`src/rtl/ccu_ctrl_mu_arbiter.sv`:
```
// Round-robin arbiter with age-based starvation protection sharing the CCU memory unit.
// Optional macro CCU_MU_ARB_WB_PRIO_EN: write-back ops win over other non-aged requests.
package ccu_ctrl_pkg;
  typedef enum logic [2:0] {
    SEND_AXI_REQ_R            = 3'd0,
    SEND_AXI_REQ_W            = 3'd1,
    SEND_AXI_REQ_WRITE_BACK_R = 3'd2,
    SEND_AXI_REQ_WRITE_BACK_W = 3'd3,
    SEND_READ_SNP_DATA        = 3'd4,
    SEND_WRITE_SNP_DATA       = 3'd5
  } mu_op_e;
endpackage

module ccu_ctrl_mu_arbiter #(
  parameter int unsigned NoReq      = 2,
  parameter int unsigned NoMstPorts = 4,
  parameter int unsigned MaxWait    = 15,
  parameter type         slv_req_t  = logic,
  localparam int unsigned MstIdxBits = $clog2(NoMstPorts),
  localparam int unsigned IdxW       = $clog2(NoReq)
) (
  input  logic                     clk_i,
  input  logic                     rst_ni,
  input  logic [NoReq-1:0]         req_valid_i,
  input  ccu_ctrl_pkg::mu_op_e     req_op_i              [NoReq],
  input  slv_req_t                 req_holder_i          [NoReq],
  input  logic [MstIdxBits-1:0]    req_first_responder_i [NoReq],
  output logic [NoReq-1:0]         req_gnt_o,
  output logic                     mu_req_o,
  output ccu_ctrl_pkg::mu_op_e     mu_op_o,
  output slv_req_t                 mu_holder_o,
  output logic [MstIdxBits-1:0]    mu_first_responder_o,
  input  logic                     mu_gnt_i,
  output logic [IdxW-1:0]          sel_idx_o
);

  localparam int unsigned CntW = $clog2(MaxWait + 1);
  localparam logic [CntW-1:0] CntMax = CntW'(MaxWait);

  logic [IdxW-1:0] rr_ptr_q, rr_ptr_d;
  logic [IdxW-1:0] lock_idx_q, lock_idx_d;
  logic            locked_q, locked_d;
  logic [CntW-1:0] wait_cnt_q [NoReq];
  logic [CntW-1:0] wait_cnt_d [NoReq];

  logic [NoReq-1:0] aged;
  logic [IdxW-1:0]  aged_idx, any_idx, sel;
  logic             aged_hit, any_hit, gnt;
`ifdef CCU_MU_ARB_WB_PRIO_EN
  logic [NoReq-1:0] wb;
  logic [IdxW-1:0]  wb_idx;
  logic             wb_hit;
`endif

  // Explicit wrap keeps non-power-of-two NoReq in range.
  function automatic logic [IdxW-1:0] wrap_inc(input logic [IdxW-1:0] idx);
    if (32'(idx) >= NoReq - 1) return '0;
    return idx + 1'b1;
  endfunction

  function automatic logic [IdxW-1:0] rr_first(input  logic [NoReq-1:0] mask,
                                               input  logic [IdxW-1:0]  ptr,
                                               output logic             found);
    logic [2*NoReq-1:0] rot;
    logic [IdxW-1:0]    idx;
    logic [IdxW-1:0]    res;
    rot   = {mask, mask} >> ptr;
    idx   = ptr;
    res   = ptr;
    found = 1'b0;
    for (int k = 0; k < NoReq; k++) begin
      if (!found && rot[k]) begin
        found = 1'b1;
        res   = idx;
      end
      idx = wrap_inc(idx);
    end
    return res;
  endfunction

  always_comb begin
    for (int i = 0; i < NoReq; i++) begin
      aged[i] = req_valid_i[i] && (wait_cnt_q[i] == CntMax);
    end
    aged_idx = rr_first(aged, rr_ptr_q, aged_hit);
    any_idx  = rr_first(req_valid_i, rr_ptr_q, any_hit);
  end

`ifdef CCU_MU_ARB_WB_PRIO_EN
  always_comb begin
    for (int i = 0; i < NoReq; i++) begin
      wb[i] = req_valid_i[i] &&
              ((req_op_i[i] == ccu_ctrl_pkg::SEND_AXI_REQ_WRITE_BACK_R) ||
               (req_op_i[i] == ccu_ctrl_pkg::SEND_AXI_REQ_WRITE_BACK_W));
    end
    wb_idx = rr_first(wb, rr_ptr_q, wb_hit);
  end
`endif

  // A held lock pins the selection until the memory unit grants or valid drops.
  always_comb begin
    sel = rr_ptr_q;
    if (locked_q)      sel = lock_idx_q;
    else if (aged_hit) sel = aged_idx;
`ifdef CCU_MU_ARB_WB_PRIO_EN
    else if (wb_hit)   sel = wb_idx;
`endif
    else if (any_hit)  sel = any_idx;
  end

  always_comb begin
    mu_req_o             = req_valid_i[sel];
    mu_op_o              = req_op_i[sel];
    mu_holder_o          = req_holder_i[sel];
    mu_first_responder_o = req_first_responder_i[sel];
    sel_idx_o            = sel;
    gnt                  = mu_req_o && mu_gnt_i;
    req_gnt_o            = '0;
    req_gnt_o[sel]       = gnt;
  end

  always_comb begin
    rr_ptr_d   = rr_ptr_q;
    lock_idx_d = lock_idx_q;
    locked_d   = 1'b0;
    wait_cnt_d = wait_cnt_q;
    if (gnt) begin
      rr_ptr_d = wrap_inc(sel);
    end else if (mu_req_o) begin
      locked_d   = 1'b1;
      lock_idx_d = sel;
    end
    for (int i = 0; i < NoReq; i++) begin
      if (!req_valid_i[i])                  wait_cnt_d[i] = '0;
      else if (gnt && (sel == IdxW'(i)))    wait_cnt_d[i] = '0;
      else if (wait_cnt_q[i] != CntMax)     wait_cnt_d[i] = wait_cnt_q[i] + 1'b1;
    end
  end

  always_ff @(posedge clk_i or negedge rst_ni) begin
    if (!rst_ni) begin
      rr_ptr_q   <= '0;
      lock_idx_q <= '0;
      locked_q   <= 1'b0;
      for (int i = 0; i < NoReq; i++) wait_cnt_q[i] <= '0;
    end else begin
      rr_ptr_q   <= rr_ptr_d;
      lock_idx_q <= lock_idx_d;
      locked_q   <= locked_d;
      for (int i = 0; i < NoReq; i++) wait_cnt_q[i] <= wait_cnt_d[i];
    end
  end

endmodule

```
`config.mk`:
```
export PLATFORM = sky130hd
export DESIGN_NAME = ccu_ctrl_mu_arbiter
export DESIGN_NICKNAME = d
export VERILOG_FILES = /design/src/rtl/ccu_ctrl_mu_arbiter.sv
export SDC_FILE = /design/constraint.sdc
export NUM_CORES = 1
export LEC_CHECK = 0
export ABC_AREA = 0
export CORE_ASPECT_RATIO = 1.4
export CORE_MARGIN = 2
export CORE_UTILIZATION = 25
export CTS_CLUSTER_SIZE = 30
export DETAILED_ROUTE_END_ITERATION = 10
export PLACE_DENSITY_LB_ADDON = 0.05
export RECOVER_POWER = 25
export SKIP_LAST_GASP = 1
export SLEW_MARGIN = 20
export SYNTH_ARGS = -nofsm -noshare
export SYNTH_HDL_FRONTEND = slang
export SYNTH_SLANG_ARGS = --single-unit
```
`constraint.sdc`:
```
create_clock -name clk_i -period 2.6 [get_ports clk_i]
set_input_delay 0.52 -clock clk_i [delete_from_list [all_inputs] [get_ports clk_i]]
set_output_delay 0.52 -clock clk_i [all_outputs]
set_load 0.02 [all_outputs]
```
# Word-level counts from Yosys, hierarchy flattened
# Cells that the tools add are included.
[totals] register_bits=11 input_bits=17 out_inout_bits=10 word_cells=74
[classes] add_sub_neg=4 n_lt_le_gt_ge=5 n_eq_ne=6 n_shift=2 muxes=37 bitwise=4 n_reduce_logical=11
[ops] op="$mux 1" count=24
[ops] op="$mux 4" count=6
[ops] op="$mux 3" count=3
[ops] op="$add 4x1->4 const B" count=2
[ops] op="$eq 4x4->1 const B" count=2
[ops] op="$logic_and 1x1->1" count=8
[ops] op="$ne 4x4->1 const B" count=2
[ops] op="$shr 4x1->2" count=2
[ops] op="$mux 2" count=3
[ops] op="$ne 3x1->1 const B" count=2
[ops] op="$ge 1x1->1 const B" count=3
[ops] op="$add 1x1->1 const B" count=2
[ops] op="$and 2x2->2" count=1
[ops] op="$ge 2x2->1 const B" count=1
[ops] op="$logic_not 1->1" count=2
[ops] op="$lt 1x2->1 const B" count=1
[ops] op="$not 1->1" count=2
[ops] op="$not 1->2" count=1
[ops] op="$reduce_and 2->1" count=1
[ops] op="$demux 1 s1" count=1

# Logic depth before layout (Yosys ltp)
[depth] word_depth=15 depth_mapped=6 mapped_depth_nobuf=6

# Least setup slack after synthesis
# Ideal clock, no wire load.
[synth_path] kind="reg-to-output" from="reg wait_cnt_q[4] (netlist bit)" to="out mu_first_responder_o[0]" arrival_time_ps=1664 t_required_ps=2080 slack_ps=416 path_stages_with_launch=6 n_path_buf=0 path_cell_list="dfrtp_1 -> ha_1 -> a41o_2 -> a31oi_2 -> a21oi_4 -> mux2_2"
[synth_via] elab_chain_cells=13
[synth_rtl] element="from (decl)" line_no="43" text="logic [CntW-1:0] wait_cnt_q [NoReq];"
[synth_rtl] element="$eq 4x4->1 *" line_no="83" text="aged[i] = req_valid_i[i] && (wait_cnt_q[i] == CntMax);"
[synth_rtl] element="$logic_and 1x1->1 *" line_no="83"
[synth_rtl] element="$shr 4x1->2 *" line_no="67" text="rot = {mask, mask} >> ptr;"
[synth_rtl] element="$mux 1" line_no="72" text="if (!found && rot[k]) begin"
[synth_rtl] element="$logic_not 1->1" line_no="72"
[synth_rtl] element="$logic_and 1x1->1" line_no="72"
[synth_rtl] element="$mux 1" line_no="72"
[synth_rtl] element="$mux 1 *" line_no="104" text="else if (aged_hit) sel = aged_idx;"
[synth_rtl] element="$mux 1 *" line_no="103" text="if (locked_q) sel = lock_idx_q;"
[synth_rtl] element="$not 1->2 (not written as such) *" line_no="115" text="mu_first_responder_o = req_first_responder_i[sel];"
[synth_rtl] element="$mux 2 (not written as such) * (3 in series)" line_no="115"
[synth_rtl] element="to (decl)" line_no="32" text="output logic [MstIdxBits-1:0] mu_first_responder_o,"
# Every way passes the cells marked *; elsewhere a longest branch is shown, timed or not. The select of a mux whose other input is x is not followed.

# Worst setup path after layout
[layout_path] from="reg wait_cnt_q[5] (netlist bit)" to="out mu_op_o[2]"
[layout_via] elab_chain_cells=13
[layout_rtl] element="$eq 4x4->1 *" line_no="83"
[layout_rtl] element="$logic_and 1x1->1 *" line_no="83"
[layout_rtl] element="$shr 4x1->2 *" line_no="67"
[layout_rtl] element="$mux 1" line_no="72"
[layout_rtl] element="$logic_not 1->1" line_no="72"
[layout_rtl] element="$logic_and 1x1->1" line_no="72"
[layout_rtl] element="$mux 1" line_no="72"
[layout_rtl] element="$mux 1 *" line_no="104"
[layout_rtl] element="$mux 1 *" line_no="103"
[layout_rtl] element="$not 1->2 (not written as such) *" line_no="113" text="mu_op_o = req_op_i[sel];"
[layout_rtl] element="$mux 3 (not written as such) * (3 in series)" line_no="113"
[layout_rtl] element="to (decl)" line_no="30" text="output ccu_ctrl_pkg::mu_op_e mu_op_o,"
# Marked as above.

==> impl_results.md <==
* Status: finished, final reports clean
* End point of the critical path: mu_op_o[2]
* Nets@finish at 146
* N_diodes at 0
* Startpoint types: register
* Critical Path RT at 2080 ps
* Design Area, Final at 1310 µm²
* CP Launch Point: wait_cnt_q[5]
* CTS clk-pin slew, worst paths at 60 ps
* CTS tree: done
* Switch share at 34.4%
* Die Width at 49.7 µm
* Initial Util at 25.9%
* Total power draw at 0.750 mW
* Pint at a little under 0.5 mW
* CTS H-tree lvls at 1
* Synthesized area at 729 µm²
* Final wirelength at 2.13 mm
* Num CTS Buffers at 3
* Reg-to-reg slack, setup at 770 ps
* Pwr Density at ~570 nW/µm²
* Hold Crit Class: register to register
* First-pass GRT wire length at 3.55 mm
* Final worst slack at 48.0 ps
* Max Root-Sink Buffers at 2
* Avg Cell Area, Syn at 10.4 µm²
* Placement row count at 23
* Via count at 753
* Combinational share of power at 47.5%
* Worst-skew pair later-pin latency at 250 ps
* Sw power at approximately 0.26 mW
* Hold Path Origin: rr_ptr_q
* I/O pin cnt at 27
* Setup TNS at 0 ps
* Critical Path AT at between 2000 and 2500 ps
* Fin crit share at 98.2%
* Final setup viols at 0
* IO buf count at 26
* Post-synthesis sequential area ratio at 37.7%
* Fillers at 302
* DR WL/cell at 13.1 µm
* Crit end category: output pin
* Worst R2R End: wait_cnt_q[3]
* Congestion Overflow GR at 0
* Synth cell types at 30
* Met2 WL at 1.16 mm
* Wire length on met3 at ~110 µm
* Sink Count at 11
* Syn Nets at 89
* Final Skew at 7.65 ps
* Seq pwr share at 28.9%
* MaxCap Viol Count at 0
* Crit Path Category: register to output pin
* Synth warnings at 0
* Placed cell areas at 1170 µm²
* Met1 WL at 805 µm
* Chip height at 67.9 µm
* Initial antenna violation count at 0
* Worst Tran Pin Value at 531 ps
* Final Slew Violations at 0
* Peak supply drop at between 0.2 and 0.25 mV
* Post-Place Cells at around 150
* Final hold vios at 0
* Final std cells w/o fill at between 150 and 200
* Clock share of power at 23.7%
* DPL Wire Length at 1.57 mm
* Pre-CTS setup slack at -547 ps
* Tot GR Track Use at 14.2%
* Slew HR at 64.5%
* Lkg Pwr at 0.606 nW
* DIE AREA at 3370 µm²
* Drt drc at 0
* Unrepaired setup endpoints after global routing: true
* Number of DRC markers in iteration 0 at 7
* Top Metal Used: met4
* Core ar. at roughly 2800 µm²
* Gate Count Post-Synth at 70
* RR Startpoint: wait_cnt_q[5]
* Final ANT Viol Nets at 0
* Clock Root Buffer: clkbuf_8
* GPL Wtd Cong at roughly 0.7
* Drt via density at about 4.6
* Largest net degree at the start of global routing at 12
* Number of global-route vias before repair at 806
* Tmin final at 2550 ps
* #FFs+latches synth at 11
* Critical Path Fanout Max at 3
* DRT Pass-1 Iters at 4
* Layout cells sized above 1 at between 40% and 50%
* Area Overhead vs Synth at 79.2%
* Reg2Reg Depth at 6
* Fmax at about 390 MHz
-- layer usage --
layer / GRT usage [%] / vias to the layer above
li1: - / 377
met1: 13.3 / 345
met2: 28.3 / 27
met3: 1.97 / 4
met4: 9.38 / 0
met5: 0 / -
-- cell type report --
class,count,area [µm²],area share [%]
clock buffer,3,41.3,3.16
clock inverter,1,5.00,0.383
inverter,4,15.0,1.15
multi-input combinational,55,492,37.6
sequential,11,275,21.1
tap,37,46.3,3.54
timing repair buffer,52,433,33.1
-- what timing repair did --
item	CTS	global route
gates cloned	1	0
pin swaps	4	3
setup buffers	5	2
endpoints found under the setup margin	9	7
hold buffers	0	0
gates resized for setup	27	12
-- critical path: stages, from the launching register on --
cell      delay, ps
dfrtp_1         410
ha_4            190
a41o_4          280
a31oi_4         250
a21oi_4         100
buf_4           140
mux2_2          260
clkbuf_2        150
-- cells by family after synthesis --
logic type,count (synthesis),synth area share (%)
fa+ha+maj,2,3.43
simple gates,26,21.4
compound gates,15,18.7
xor+xnor,2,2.40
mux,9,13.6
buf+inv,5,2.74
flops,11,37.7
-- placed cells by master, fill, tap and decap left out, types with 3 or more instances in the layout --
cell	synthesis	routed
a21oi_1	3	3
and3_1	3	3
buf_4	0	26
clkbuf_8	0	3
clkdlybuf4s50_1	0	14
dfrtp_1	11	11
dlygate4sd2_1	0	4
mux2_2	7	7
nand2_1	4	4
nand3_1	3	3
nand3b_1	3	3
nor2_1	4	4
nor3_1	4	4
o21ai_0	3	3
-- metrics by stage --
step,util (%),hold WS (ps)
after CTS,44.9,579
final,46.4,583
after global routing,46.4,629
after detailed placement,41.6,571
after floorplan,-,224
after global placement,41.6,555
-- how the worst min path moves through the flow --
stage	slack [ps]	depth (start not counted)	end
finish	580	2	rr_ptr_q
CTS	580	2	rr_ptr_q
global route	630	2	rr_ptr_q
detailed placement	570	2	rr_ptr_q
floorplan	220	0	lock_idx_q
global placement	560	2	rr_ptr_q
-- power by group through the flow --
stage               Clock, mW  Combinational, mW  Sequential (mW)
floorplan                   0              0.162            0.214
global placement            0              0.316            0.216
detailed placement          0              0.317            0.216
CTS                     0.182              0.340            0.214
global route            0.190              0.387            0.221
finish                  0.178              0.356            0.216
-- registers in the layout, summed over array words and instances, names as in the netlist --
name	flops
lock_idx_q	1
locked_q	1
rr_ptr_q	1
wait_cnt_q	8
-- Yosys cell counts --
library cell / n / area (µm²)
dfrtp_1: 11 / 275
mux2_2: 7 / 78.8
nand2_1: 4 / 15.0
nor2_1: 4 / 15.0
nor3_1: 4 / 20.0
a21oi_1: 3 / 15.0
and3_1: 3 / 18.8
nand3_1: 3 / 15.0
nand3b_1: 3 / 22.5
o21ai_0: 3 / 15.0
ha_1: 2 / 25.0
inv_1: 2 / 7.51
inv_2: 2 / 7.51
mux2i_1: 2 / 20.0
nor3b_1: 2 / 15.0
a211oi_2: 1 / 12.5
a21o_1: 1 / 7.51
a21oi_4: 1 / 16.3
a22oi_1: 1 / 7.51
a31oi_1: 1 / 6.26
a31oi_2: 1 / 12.5
a41o_2: 1 / 11.3
buf_2: 1 / 5.00
nand3_2: 1 / 10.0
nand4_2: 1 / 12.5
nor4_2: 1 / 12.5
o2111a_1: 1 / 11.3
o31ai_4: 1 / 21.3
xnor2_1: 1 / 8.76
xor2_1: 1 / 8.76
No activity file was read; power rests on OpenSTA's default activity.
